$ cat config.mk
export PLATFORM = sky130hd
export DESIGN_NAME = master_out_port
export DESIGN_NICKNAME = d
export VERILOG_FILES = /design/src/rtl/bus_pkg.sv /design/src/rtl/piso_shift.sv /design/src/rtl/master_out_port.sv
export SDC_FILE = /design/constraint.sdc
export NUM_CORES = 1
export LEC_CHECK = 0
export BUFFER_PORTS_ARGS = -buffer_cell sky130_fd_sc_hd__buf_2
export CORE_ASPECT_RATIO = 2
export CORE_MARGIN = 2
export CORE_UTILIZATION = 45
export CTS_BUF_LIST = sky130_fd_sc_hd__clkbuf_4
export DETAILED_ROUTE_END_ITERATION = 7
export PLACE_DENSITY = 0.7
export SLEW_MARGIN = 40
export SYNTH_ARGS = -nofsm -noshare
export SYNTH_HDL_FRONTEND = slang
export SYNTH_HIERARCHICAL = 1
export SYNTH_SLANG_ARGS = --single-unit
$ cat constraint.sdc
create_clock -name clk -period 5 [get_ports clk]
set_clock_uncertainty 0.15 [all_clocks]
set_input_delay 1 -clock clk [delete_from_list [all_inputs] [get_ports clk]]
set_output_delay 1 -clock clk [all_outputs]
set_load 0.005 [all_outputs]
$ cat src/rtl/bus_pkg.sv
// Shared constants and encodings for the point-to-point system bus link.
// The slave input port uses the same frame widths and state numbering.
package bus_pkg;
   localparam int ADDR_WIDTH = 12;
   localparam int DATA_WIDTH = 8;

   typedef enum logic [1:0] {
      IDLE  = 2'd0,
      REQ   = 2'd1,
      SHIFT = 2'd2,
      DONE  = 2'd3
   } state_t;

   typedef enum logic {
      READ  = 1'b0,
      WRITE = 1'b1
   } mode_t;
endpackage

$ cat src/rtl/piso_shift.sv
// Parallel-in serial-out lane: registered LSB-first output, zero fill once drained.
// Load takes priority over shift; sout holds its value when neither is asserted.
module piso_shift #(
   parameter int WIDTH = 8
) (
   input  logic             clk,
   input  logic             reset,
   input  logic             load,
   input  logic             shift,
   input  logic [WIDTH-1:0] din,
   output logic             sout
);
   logic [WIDTH-1:0] sr;

   // sr holds the bits not yet presented on sout
   always_ff @(posedge clk or posedge reset) begin
      if (reset) begin
         sr   <= '0;
         sout <= 1'b0;
      end else if (load) begin
         sr   <= din >> 1;
         sout <= din[0];
      end else if (shift) begin
         sr   <= sr >> 1;
         sout <= sr[0];
      end
   end
endmodule

$ cat src/rtl/master_out_port.sv
// Master-side serial transmitter: capture on start, valid/ready handshake, then 12 lane cycles.
// Stalls in REQ until slave_ready; start is ignored unless IDLE.
module master_out_port #(
   parameter int ADDR_WIDTH = bus_pkg::ADDR_WIDTH,
   parameter int DATA_WIDTH = bus_pkg::DATA_WIDTH
) (
   input  logic                  clk,
   input  logic                  reset,
   input  logic                  start,
   input  logic                  mode,
   input  logic [ADDR_WIDTH-1:0] addr_in,
   input  logic [DATA_WIDTH-1:0] data_in,
   input  logic                  slave_ready,
   output logic                  master_valid,
   output logic                  write_en,
   output logic                  read_en,
   output logic                  tx_address,
   output logic                  tx_data,
   output logic                  busy,
   output logic                  tx_done
);
   import bus_pkg::*;

   localparam int CW = $clog2(ADDR_WIDTH);

   state_t                state;
   logic [ADDR_WIDTH-1:0] addr_q;
   logic [DATA_WIDTH-1:0] data_q;
   logic [CW-1:0]         cnt;
   logic                  handshake;
   logic                  shift_en;

   assign handshake = (state == REQ) && master_valid && slave_ready;
   assign shift_en  = (state == SHIFT);

   always_ff @(posedge clk or posedge reset) begin
      if (reset) begin
         state        <= IDLE;
         addr_q       <= '0;
         data_q       <= '0;
         cnt          <= '0;
         master_valid <= 1'b0;
         write_en     <= 1'b0;
         read_en      <= 1'b0;
         busy         <= 1'b0;
         tx_done      <= 1'b0;
      end else begin
         case (state)
            IDLE: begin
               if (start) begin
                  addr_q       <= addr_in;
                  data_q       <= data_in;
                  state        <= REQ;
                  master_valid <= 1'b1;
                  busy         <= 1'b1;
                  write_en     <= (mode == WRITE);
                  read_en      <= (mode == READ);
               end
            end
            REQ: begin
               if (handshake) begin
                  state        <= SHIFT;
                  cnt          <= '0;
                  master_valid <= 1'b0;
               end
            end
            SHIFT: begin
               // the lanes drain to zero on this same edge via zero fill
               if (cnt == CW'(ADDR_WIDTH - 1)) begin
                  state   <= DONE;
                  tx_done <= 1'b1;
               end else begin
                  cnt <= cnt + CW'(1);
               end
            end
            DONE: begin
               state    <= IDLE;
               tx_done  <= 1'b0;
               write_en <= 1'b0;
               read_en  <= 1'b0;
               busy     <= 1'b0;
            end
            default: state <= IDLE;
         endcase
      end
   end

   piso_shift #(.WIDTH(ADDR_WIDTH)) u_addr_lane (
      .clk   (clk),
      .reset (reset),
      .load  (handshake),
      .shift (shift_en),
      .din   (addr_q),
      .sout  (tx_address)
   );

   piso_shift #(.WIDTH(DATA_WIDTH)) u_data_lane (
      .clk   (clk),
      .reset (reset),
      .load  (handshake),
      .shift (shift_en),
      .din   (data_q),
      .sout  (tx_data)
   );
endmodule
==> summary.md <==
| Metric | Value |
|---|---|
| Status | finished clean |
| DRT iter0 DRCs | 17 |
| Filler cells | 493 |
| CTS Hold Bufs | 0 |
| Area Overhead vs Synth | 12.05% |
| Setup bufs post-CTS | 0 |
| IO Pins | 32 |
| Worst setup SP type | register |
| Crit path max fanout | 17 |
| Number of distinct library cells after synthesis | 33 |
| Synth Warn # | 6 |
| Tcrit/Tclk final | 0.4929 |
| Leak | 1.261 nW |
| Initial antenna violation count | 0 |
| Worst path max stage delay | 0.65 ns |
| Synth top area share | 0.5414 |
| Diode count | 0 |
| Post-Route WL | 4274 um |
| Crit path capture type | register |
| Residual DRC | 0 |
| Post-DP HPWL | 3072 um |
| Starting Density | 0.4629 |
| Count of nets after finishing | 256 |
| First-pass GRT wire length | 7458 um |
| Sequential share of the synthesized area | 0.5414 |
| Syn_area_per_cell | 12.21 sq um |
| Chip width | 55.18 um |
| Critical path class | register to register |
| Final ANT Viol Nets | 0 |
| Largest area contributor in the netlist | dfrtp_1 |
| Main area contributors after synthesis | dfrtp_1 54%, mux2i_1 7.6%, mux2_4 6.4% |
| Slew Limit Fails | 0 |
| RSZ-0062 raised after global routing | no |
| Tmin final | 2.464 ns |
| Crit path max-delay family | adder cells |
| PD cells | 610.7 mW/mm^2 |
| Worst-path cell chain | inv_1 > ha_1 > buf_4 > nor2_1 > or2_4 > a211o_1 |
| Synthesized instance count | 193 |
| GRT Overall Usage | 0.1755 |
| H-tree Lvls | 2 |
| Rows | 37 |
| Total grt overflow | 0 |
| Fraction of layout cells with a size suffix above 1 | 0.2599 |
| Routability Congestion | 0.7531 |
| Clk_lat worst skew | 0.36 ns |
| Worst Max-Slew Pin Slew | 0.7438 ns |
| Largest net degree at the start of global routing | 41 |
| Count leader, synth | dfrtp_1 |
| Post-CTS Resized | 0 |
| Num CTS Buffers | 5 |
| Endpoints failing setup | 0 |
| Crit-path slowest cell | ha_1 |
| Clk buf depth | 2 |
| Clock net sink count | 51 |
| Arr. time, crit path | 2.58 ns |
| CTS clk-pin slew, worst paths | 0.14 ns |
| Die area | 0.005868 sq mm |
| Detailed-route via count | 1509 |
| Vias per cell | 5.295 |
| Hold Path Class | register to register |
| Max-cap viol count | 0 |
| Final setup TNS | 0 ns |
| Post-synth top cells | 51 x dfrtp_1, 22 x nand2_1, 18 x mux2i_1 |
| Core area | 0.005092 sq mm |
| Synth Register Bits | 51 |
| Worst path bufs/invs | 2 |
| CTS tree | yes |
| Flop2flop setup slack | 2.54 ns |
| Worst VDD drop | 0.3727 mV |
| Number of synthesized flops with an enable pin | 0 |
| Max Freq | 0.4058 GHz |
| IO Port Bufs | 31 |
| Syn nets | 223 |
| Clock root cell | clkbuf_4 |
| Headroom to the max-slew limit | 0.5041 |
| Routed length per instance | 15.00 um |
| Data required, critical path | 5.11 ns |
| Ys async rst share | 1.000 |
| First drt pass iteration count | 4 |
| Vias in the first global route | 1594 |
| Synth Flop Type | dfrtp_1 |
| Synth Cell Area | 0.002357 sq mm |
| Final-report hold violation count | 0 |
| Chip height | 106.4 um |
| Final Core Density | 0.5187 |
| Worst Hold Slack | 0.3565 ns |
## metal layers
metal  wire length, um  part of all wire  GRT usage  up-vias
met5                 0                 0          0        -
met4                40            0.0094    0.06620        0
met3               131             0.031    0.03371        2
met2              2313              0.54     0.2730       27
met1              1787              0.42     0.2368      734
li1                  -                 -          -      746
## cell families (layout without fill, tap and decap cells)
family,count (synthesis),count (layout),synth area share
AOI/OAI and AO/OA,40,40,0.1067
adders and majority gates,5,5,0.02654
DFF,51,51,0.5414
and+or+nand+nor,41,41,0.08812
muxes,39,39,0.1927
buffers and inverters,17,51,0.04458
## report_power, final
group,leakage [nW],internal [mW],switching (mW),total [mW]
clock,0.0514,0.156,0.130,0.286
sequential,0.630,0.604,0.123,0.727
combinational,0.580,0.318,0.282,0.600
## worst min-delay path: stages (launching register included)
cell and delay, ns:
dfrtp_1 0.37, nand2_1 0.06, o21ai_2 0.05
## placed cells by master, fill, tap and decap left out
cell,instances
mux2_2,1
o21ai_1,15
or2_4,1
o21ai_2,1
buf_2,31
a211oi_1,1
a2bb2oi_1,1
clkinvlp_4,1
bufinv_16,2
a21oi_1,3
nor4b_1,2
ha_1,5
or3b_1,1
nand2_2,1
nand2_1,22
a211oi_2,1
dfrtp_1,51
o32a_2,1
mux2i_1,18
o21ai_0,11
nand2b_1,3
a21boi_4,1
a22o_1,1
o22ai_1,2
nor2_1,2
and3_1,3
nand3b_1,1
a211o_1,2
nand3_1,3
clkbuf_4,5
and3b_1,1
mux2_4,10
mux2_1,10
buf_4,3
and2b_1,1
inv_1,9
## registers in the layout, summed over array words and instances (netlist names)
signal / count
addr_q: 12
busy: 1
cnt: 4
data_q: 8
master_valid: 1
read_en: 1
state: 2
tx_done: 1
u_addr_lane/sout: 1
u_addr_lane/sr: 11
u_data_lane/sout: 1
u_data_lane/sr: 7
write_en: 1
## worst paths after layout
check | end | cells after the start | startpoint
max | cnt[0] | 6 | state[0]
max reg2reg | cnt[0] | 6 | state[0]
min reg2reg | u_addr_lane/sr[7] | 2 | addr_q[8]
max in group asynchronous | addr_q[1] | 3 | reset
min | u_addr_lane/sr[7] | 2 | addr_q[8]
min in group asynchronous | u_data_lane/sr[5] | 2 | reset
## per-stage QoR
step | worst slack [ns] | cell area, sq um | instances | power (mW)
6_report | 2.536 | 2641 | 285 | 1.613
5_1_grt | 2.384 | 2641 | 285 | 1.737
4_1_cts | 2.529 | 2641 | 285 | 1.631
3_5_place_dp | 2.544 | 2536 | 277 | 1.345
3_3_place_gp | 2.629 | 2536 | 277 | 1.316
2_1_floorplan | 3.022 | 2357 | 193 | 1.211
## layout make-up
cell class | instances | area [sq um] | area share
clock inverters | 3 | 67.56 | 0.02558
repair buffers | 34 | 177.7 | 0.06727
inverters | 9 | 33.78 | 0.01279
multi-input cells | 125 | 975.9 | 0.3695
flip-flops and latches | 51 | 1276 | 0.4832
clock buffers | 5 | 37.54 | 0.01421
well taps | 58 | 72.57 | 0.02748
Note: power is estimated with default switching activity, not from simulation.
